**config.mk**
```make
export PLATFORM = sky130hd
export DESIGN_NAME = ad936x_tx_framer
export DESIGN_NICKNAME = d
export VERILOG_FILES = /design/src/rtl/ad936x_pkg.sv /design/src/rtl/ad936x_tx_framer_fifo_sync.sv /design/src/rtl/ad936x_tx_framer.sv
export SDC_FILE = /design/constraint.sdc
export NUM_CORES = 1
export LEC_CHECK = 0
export CAP_MARGIN = 10
export CORE_ASPECT_RATIO = 1.1
export CORE_MARGIN = 4
export CORE_UTILIZATION = 45
export CTS_CLUSTER_SIZE = 12
export DETAILED_ROUTE_END_ITERATION = 12
export GPL_ROUTABILITY_DRIVEN = 0
export GPL_TIMING_DRIVEN = 0
export SLEW_MARGIN = 20
export SYNTH_ARGS = -nofsm -noshare
export SYNTH_HDL_FRONTEND = slang
export SYNTH_SLANG_ARGS = --single-unit
```
**constraint.sdc**
```tcl
create_clock -name clk -period 4.6 [get_ports clk]
set_clock_uncertainty 0.15 [all_clocks]
set_input_delay 0.92 -clock clk [delete_from_list [all_inputs] [get_ports clk]]
set_output_delay 0.92 -clock clk [all_outputs]
set_load 0.05 [all_outputs]
```
**src/rtl/ad936x_pkg.sv**
```systemverilog
// Shared types for the AD936x TX data-port framer.
package ad936x_pkg;
    localparam int AD936X_MAX_CH = 2;

    typedef enum logic [1:0] {ST_IDLE, ST_RUN, ST_DRAIN} t_tx_framer_state;
    typedef enum logic {UF_ZERO, UF_REPEAT} t_uf_mode;
endpackage

```
**src/rtl/ad936x_tx_framer_fifo_sync.sv**
```systemverilog
// Single-clock FIFO with valid/ready on both sides and an occupancy output.
module fifo_sync #(
    parameter int WIDTH = 24,
    parameter int DEPTH = 16
) (
    input  logic                   clk,
    input  logic                   rst,
    input  logic                   in_valid,
    output logic                   in_ready,
    input  logic [WIDTH-1:0]       in_data,
    output logic                   out_valid,
    input  logic                   out_ready,
    output logic [WIDTH-1:0]       out_data,
    output logic [$clog2(DEPTH):0] level
);
    localparam int AW = $clog2(DEPTH);
    localparam logic [AW:0] FULL_LEVEL = (AW+1)'(DEPTH);

    logic [WIDTH-1:0] mem [DEPTH];
    logic [AW-1:0]    wr_ptr_reg, rd_ptr_reg;
    logic [AW:0]      level_reg, level_next;
    logic             ready_reg;
    logic             push, pop;

    // ready comes only from registered state, so a push at full is refused even if a pop happens too
    assign push      = in_valid && ready_reg;
    assign out_valid = (level_reg != '0);
    assign pop       = out_ready && out_valid;
    assign in_ready  = ready_reg && !rst;
    assign out_data  = mem[rd_ptr_reg];
    assign level     = level_reg;

    always_comb begin
        level_next = level_reg;
        if (push && !pop)
            level_next = level_reg + 1'b1;
        else if (!push && pop)
            level_next = level_reg - 1'b1;
    end

    always_ff @(posedge clk) begin
        if (push && !rst)
            mem[wr_ptr_reg] <= in_data;
    end

    always_ff @(posedge clk) begin
        if (rst) begin
            wr_ptr_reg <= '0;
            rd_ptr_reg <= '0;
            level_reg  <= '0;
            ready_reg  <= 1'b1;
        end else begin
            if (push)
                wr_ptr_reg <= wr_ptr_reg + 1'b1;
            if (pop)
                rd_ptr_reg <= rd_ptr_reg + 1'b1;
            level_reg <= level_next;
            ready_reg <= (level_next != FULL_LEVEL);
        end
    end
endmodule

```
**src/rtl/ad936x_tx_framer.sv**
```systemverilog
// AD936x TX framer: buffers packed I/Q samples and serialises each into 2*N_CH port
// words with tx_frame, filling FIFO underflow with zeros or the last sample.
module ad936x_tx_framer
    import ad936x_pkg::*;
#(
    parameter int SAMPLE_W    = 12,
    parameter int N_CH        = 1,
    parameter int FIFO_DEPTH  = 16,
    parameter int START_LEVEL = 4,
    parameter int CNT_W       = 16
) (
    input  logic                           clk,
    input  logic                           rst,
    input  logic                           enable,
    input  logic                           uf_mode,
    input  logic                           clr_status,
    input  logic                           in_valid,
    output logic                           in_ready,
    input  logic [2*N_CH*SAMPLE_W-1:0]     in_data,
    output logic [SAMPLE_W-1:0]            p_d,
    output logic                           tx_frame,
    output logic                           active,
    output logic [$clog2(FIFO_DEPTH):0]    fifo_level,
    output logic                           uf_sticky,
    output logic [CNT_W-1:0]               uf_count
);
    localparam int DATA_W = 2*N_CH*SAMPLE_W;
    localparam int LVL_W  = $clog2(FIFO_DEPTH)+1;
    localparam logic [LVL_W-1:0] START_LVL = LVL_W'(START_LEVEL);
    localparam logic [1:0] LAST = 2'(2*N_CH-1);

    t_tx_framer_state  state_reg;
    logic [1:0]        word_cnt_reg;
    logic [DATA_W-1:0] slot_reg;
    logic [SAMPLE_W-1:0] p_d_reg;
    logic              tx_frame_reg;
    logic              uf_sticky_reg;
    logic [CNT_W-1:0]  uf_count_reg;

    logic              fifo_valid, fifo_pop;
    logic [DATA_W-1:0] fifo_data, new_slot;
    logic              at_last, start, boundary_run, underflow;

    fifo_sync #(.WIDTH(DATA_W), .DEPTH(FIFO_DEPTH)) u_fifo (
        .clk      (clk),
        .rst      (rst),
        .in_valid (in_valid),
        .in_ready (in_ready),
        .in_data  (in_data),
        .out_valid(fifo_valid),
        .out_ready(fifo_pop),
        .out_data (fifo_data),
        .level    (fifo_level)
    );

    // Word w carries ch(w/2): I (upper lane of the pair) for even w, Q for odd w.
    function automatic logic [SAMPLE_W-1:0] word_of(input logic [DATA_W-1:0] s, input logic [1:0] w);
        logic [SAMPLE_W-1:0] r;
        r = '0;
        for (int k = 0; k < 2*N_CH; k++)
            if (k == int'(w ^ 2'd1))
                r = s[k*SAMPLE_W +: SAMPLE_W];
        return r;
    endfunction

    assign at_last      = (word_cnt_reg == LAST);
    assign start        = (state_reg == ST_IDLE) && enable && (fifo_level >= START_LVL);
    assign boundary_run = (state_reg != ST_IDLE) && at_last && enable;
    assign fifo_pop     = start || (boundary_run && fifo_valid);
    assign underflow    = boundary_run && !fifo_valid;
    assign new_slot     = fifo_pop ? fifo_data :
                          (t_uf_mode'(uf_mode) == UF_REPEAT) ? slot_reg : '0;

    always_ff @(posedge clk) begin
        if (rst) begin
            state_reg    <= ST_IDLE;
            word_cnt_reg <= '0;
            slot_reg     <= '0;
            p_d_reg      <= '0;
            tx_frame_reg <= 1'b0;
        end else if (start || boundary_run) begin
            state_reg    <= ST_RUN;
            word_cnt_reg <= '0;
            slot_reg     <= new_slot;
            p_d_reg      <= word_of(new_slot, 2'd0);
            tx_frame_reg <= 1'b1;
        end else if (state_reg == ST_IDLE || at_last) begin
            // idle, or a slot boundary reached with enable low
            state_reg    <= ST_IDLE;
            word_cnt_reg <= '0;
            p_d_reg      <= '0;
            tx_frame_reg <= 1'b0;
        end else begin
            word_cnt_reg <= word_cnt_reg + 2'd1;
            p_d_reg      <= word_of(slot_reg, word_cnt_reg + 2'd1);
            tx_frame_reg <= (int'(word_cnt_reg + 2'd1) < N_CH);
            if (state_reg == ST_RUN && !enable)
                state_reg <= ST_DRAIN;
        end
    end

    always_ff @(posedge clk) begin
        if (rst) begin
            uf_sticky_reg <= 1'b0;
            uf_count_reg  <= '0;
        end else if (underflow) begin
            uf_sticky_reg <= 1'b1;
            if (clr_status)
                uf_count_reg <= CNT_W'(1);
            else if (uf_count_reg != '1)
                uf_count_reg <= uf_count_reg + 1'b1;
        end else if (clr_status) begin
            uf_sticky_reg <= 1'b0;
            uf_count_reg  <= '0;
        end
    end

    assign p_d       = p_d_reg;
    assign tx_frame  = tx_frame_reg;
    assign active    = (state_reg != ST_IDLE);
    assign uf_sticky = uf_sticky_reg;
    assign uf_count  = uf_count_reg;
endmodule

```
Yosys cells after proc, flatten, opt, wreduce, memory -nomap -nowiden
Memories as Yosys holds them, arrays and structs flattened. A register that Yosys moved wholly into a read port is not among the register bits.
Cells that the tools add are included.

operators by class
  bitwise gates (word level) = 1
  multiplexer cells = 23
  reductions and logical operators = 31
  $add $sub $neg = 7
  $lt $le $gt $ge = 2
  equal/unequal tests = 6

operator list
  cell                                                               count
  two-way mux 16 bit                                                 4
  two-way mux 12 bit                                                 4
  two-way mux 24 bit                                                 2
  zero test 32 bit                                                   1
  adder 16 x 1 -> 16 bit, second input constant                      1
  != test 16 bit, second input constant                              1
  logical AND 1 bit                                                  13
  two-way mux 5 bit                                                  2
  two-way mux 1 bit                                                  9
  adder 4 x 1 -> 4 bit, second input constant                        2
  two-way mux 4 bit                                                  2
  nonzero test 2 bit                                                 3
  adder 5 x 1 -> 5 bit, second input constant                        1
  greater-or-equal comparator 5 x 3 -> 1 bit, second input constant  1
  zero test 1 bit                                                    5
  != test 5 bit, second input constant                               1
  nonzero test 5 bit                                                 1
  subtractor 5 x 1 -> 5 bit, second input constant                   1
  == test 2 x 1 -> 1 bit, second input constant                      2
  AND reduction 2 bit                                                2
  adder 2 x 1 -> 3 bit, second input constant                        1
  logical OR 1 bit                                                   3
  less-than comparator 3 x 1 -> 1 bit, second input constant         1
  nonzero test 3 bit                                                 1
  other kinds (6)                                                    6

word-level totals
  RAM bits = 384
  bits of input ports = 30
  register bits after elaboration = 72
  memories kept = 1
  word-level logic and storage cells = 84

memories
  memory      depth  bits a word  rd ports  clocked after memory_dff  wr ports  RTL line                          RTL
  u_fifo.mem  16     24           1         1                         1         ad936x_tx_framer_fifo_sync.sv:19  logic [WIDTH-1:0] mem [DEPTH];

Depth between registers and ports, before layout
  word-level depth = 10
  depth in mapped cells = 9

Modules after synthesis
From an unflattened synthesis, not the netlist that was laid out.

second synthesis, totals
  cell total of the unflattened synthesis = 1019
  area total of the unflattened synthesis = 18496.5 um^2

modules (own cells, without submodules)
  module            instances  sequential area each (um^2)  cells each  area each (um^2)
  fifo_sync         1          11891.4                      660         15431.0
  ad936x_tx_framer  1          1161.1                       359         3065.4

Least setup slack after synthesis
Ideal clock, no wire load.

  path kind = in2reg
  start point = input port rst
  end point = memory u_fifo.mem[0][0], enable pin
  arrival time = 3.087 ns
  setup slack = 0.928 ns
  data required time = 4.015 ns
  cell stages on the path = 4
  path through = clkbuf_1 nor2_1 nand2_1 nor3_1

on the way
  cells in the longest elaborated chain, start to end = 4

RTL lines
  element                                  RTL line                          RTL
  start: declaration                       ad936x_tx_framer.sv:13            input logic rst,
  zero test 1 bit                          ad936x_tx_framer_fifo_sync.sv:42  if (push && !rst)
  logical AND 1 bit                        ad936x_tx_framer_fifo_sync.sv:42
  two-way mux 1 bit                        ad936x_tx_framer_fifo_sync.sv:42
  two-way mux 1 bit (not written as such)  ad936x_tx_framer_fifo_sync.sv:43  mem[wr_ptr_reg] <= in_data;
  end: declaration                         ad936x_tx_framer_fifo_sync.sv:19

Every way passes these cells.

Final worst setup path
  start point = input port rst
  end point = output port in_ready

on the way
  cells in the longest elaborated chain, start to end = 2

RTL lines
  element            RTL line                          RTL
  zero test 1 bit    ad936x_tx_framer_fifo_sync.sv:29  assign in_ready = ready_reg && !rst;
  logical AND 1 bit  ad936x_tx_framer_fifo_sync.sv:29
  end: declaration   ad936x_tx_framer.sv:18            output logic in_ready,

Every way passes these cells.

==> results.ini <==
[sta]
timing.final.crit_share_pct=81.9
max_clock_freq_mhz=265
finalSetupViolations=0
tightest_slew_ps=956
maxSlewHeadroom_pct=36.2
grt_setup_unrepaired=no
hold_viol_final=0
timing.final.max_slew_violations=0
setup_slack_ps=833
post-route-min-period_ps=3770

[logic_synthesis]
postSynthRegisterBits=460
ys_async_sr_fraction_pct=0
yosys.area.top_type=sky130_fd_sc_hd__edfxtp_1
avgSynthCellArea_um2=19.1
syn_inst=944
synth-warning-count=0
synth_sequential_area_ratio_pct=72.3
synth_top_area_share_pct=63.9
netlist_area_um2=18000
syn_nets=987
synth_flop_cell=sky130_fd_sc_hd__edfxtp_1
synth-edff-count=384
synthDistinctLibCells=52
synth_area_leaders=sky130_fd_sc_hd__edfxtp_1 64%, sky130_fd_sc_hd__dfxtp_1 8.4%, sky130_fd_sc_hd__mux4_2 7.6%

[route]
drtAntennaViolNets=0
first_pass_iteration_count_of_the_detailed_router=5
detail_route.wl_per_cell_um=24.5
drt_first_iter_violations=838
routed_wl_um=40000
detail_route.vias_per_cell=5.63
drc_violations=0
vias=9193

[power]
vdd_ir_drop_max_mv=0.305
total_power_uw=10400
p_leak_uw=0.00682
power_per_cell_area_nw_per_um2=489

[placed_design]
preCtsSetupSlack_ps=699
place.detailed.hpwl_um=26500
numPortBuffers=66

[global_routing]
grt_overflow_total=0
grt_pass1_vias=9312
grt_start_max_net_pins=18
initial_antenna_violation_count=0
grt_pass1_wl_um=59700
overall_routing_resource_usage_pct=18.6

[clock_tree]
cts_max_path_buffers=3
cts_htree_levels=2
postCtsSetupBuffers=0
cts_hold_buf=0
path_clk_slew_ps=60
cts.sink_count=460
postCtsResizedCells=0
insertion_delay_ps=560
tritoncts.num_buffers=48
clock_tree_from_tritoncts=yes
clock-root-buffer=sky130_fd_sc_hd__clkbuf_16

[setup_path]
crit_path_max_fanout=10
timing.critical_path.from=rst
worst-endpoint-required_ps=3530
worst_r2r_startpoint=u_fifo.level[0]$_SDFF_PP0_
worstSetupEndpointType=output pin
worst_setup_path_start_kind=input port
critical_path_arrival_ps=2700
critPathKind=input port to output pin

[layout]
fillers=3077
final_common_cell=sky130_fd_sc_hd__edfxtp_1
final_core_util_pct=54.2
seq_area_um2=13100
largest_reg_flops=384
fraction_of_layout_cells_with_a_size_suffix_above_1_pct=19.2
most_used_cells_in_the_layout_excluding_fill_and_tap_cells=384 x sky130_fd_sc_hd__edfxtp_1, 76 x sky130_fd_sc_hd__dfxtp_1, 66 x sky130_fd_sc_hd__clkdlybuf4s50_1
finish.net_count=1130
multi_input_area_um2=4750
insertedDiodeCount=0
flow.area_growth_from_synthesis_pct=18.2

[die]
floorplan.initialDensity_pct=45.8
fp.dieH_um=218
fp.dieW_um=199
die_area_um2=43400
floorplan.rows=76
top_level_ports=67
floorplan.core_area_um2=39400

[min_path]
min-delay-path-class=flop to flop
timing.hold.worst.start=slot_reg[20]$_SDFFE_PP0P_

[status]
status=finished, final reports clean

[run]
max_cap_violations=0

[report_power, final]
group,switching (uW),internal (uW),leakage (uW)
clock network,1510,2070,0.000707
logic,1070,974,0.00204
registers,104,4690,0.00408
[worst max-delay path: stages]
cell and delay [ps]:
sky130_fd_sc_hd__clkdlybuf4s50_1 540, sky130_fd_sc_hd__clkbuf_1 420, sky130_fd_sc_hd__nor2b_1 90, sky130_fd_sc_hd__clkdlybuf4s50_1 720
[per-layer routing]
metal  wire length, um  up-vias  GRT usage, %
li1                  -     4121             -
met1             17600     4736          26.9
met2             18800      277          29.2
met3              2340       59          3.31
met4              1230        0          5.84
met5                 0        -             0
[cells in the mapped netlist (2+ instances only)]
library cell and count:
sky130_fd_sc_hd__nor3_1 9, sky130_fd_sc_hd__o21ai_1 13, sky130_fd_sc_hd__and3_1 3, sky130_fd_sc_hd__ha_1 13, sky130_fd_sc_hd__a21oi_1 16, sky130_fd_sc_hd__mux2_2 11
sky130_fd_sc_hd__mux2i_1 12, sky130_fd_sc_hd__inv_1 12, sky130_fd_sc_hd__a22oi_1 11, sky130_fd_sc_hd__buf_2 14, sky130_fd_sc_hd__buf_12 4, sky130_fd_sc_hd__buf_6 5
sky130_fd_sc_hd__and2_1 2, sky130_fd_sc_hd__clkbuf_1 19, sky130_fd_sc_hd__buf_4 2, sky130_fd_sc_hd__o21ai_0 10, sky130_fd_sc_hd__nand3_1 11, sky130_fd_sc_hd__nor2_1 52
sky130_fd_sc_hd__mux4_2 61, sky130_fd_sc_hd__buf_1 4, sky130_fd_sc_hd__dfxtp_1 76, sky130_fd_sc_hd__a211oi_1 2, sky130_fd_sc_hd__nand2_1 61, sky130_fd_sc_hd__mux4_1 48
sky130_fd_sc_hd__o211ai_2 11, sky130_fd_sc_hd__nand4_1 13, sky130_fd_sc_hd__xnor2_1 8, sky130_fd_sc_hd__a22o_1 12, sky130_fd_sc_hd__nor2b_1 4, sky130_fd_sc_hd__and4_1 2
sky130_fd_sc_hd__edfxtp_1 384, sky130_fd_sc_hd__xor2_1 11, sky130_fd_sc_hd__nand2b_1 7, sky130_fd_sc_hd__o21bai_1 2, sky130_fd_sc_hd__o21a_1 2
[stage by stage]
step | cells | hold WS [ps] | cell area, um2 | TNS, ps
4_1_cts | 1633 | 293 | 21300 | 0
3_5_place_dp | 1544 | 283 | 19900 | 0
3_3_place_gp | 1517 | 282 | 19300 | -336020
5_1_grt | 1633 | 307 | 21300 | 0
2_1_floorplan | 944 | 273 | 18000 | 0
6_report | 1633 | 297 | 21300 | 0
[path summary, 6_finish.rpt]
| check | endpoint | slack, ps | depth (start not counted) |
|---|---|---|---|
| max | in_ready | 830 | 4 |
| min | slot_reg[20]$_SDFFE_PP0P_ | 300 | 2 |
| max reg2reg | p_d[4]$_SDFF_PP0_ | 1360 | 9 |
| min reg2reg | slot_reg[20]$_SDFFE_PP0P_ | 300 | 2 |
[cells by family (layout without fill, tap and decap cells)]
| kind of cell | count (synthesis) | in the layout | share of synthesized area, % |
|---|---|---|---|
| DFF | 460 | 460 | 72.3 |
| and+or+nand+nor | 172 | 172 | 4.39 |
| muxes | 132 | 132 | 16.0 |
| AOI/OAI and AO/OA | 88 | 88 | 3.56 |
| buffers and inverters | 60 | 242 | 1.96 |
| xor gates and xnor gates | 19 | 19 | 0.922 |
| adders and majority gates | 13 | 13 | 0.901 |
[layout make-up]
type                       count  share of cell area (%)
buffer                        48                    1.44
clock buffer                  75                    6.35
clock inverter                14                   0.452
inverter                      12                   0.211
multi-input combinational    424                    22.3
sequential                   460                    61.2
tap                          507                    2.97
timing repair buffer          93                    5.12
(Power assumes the default switching activity.)
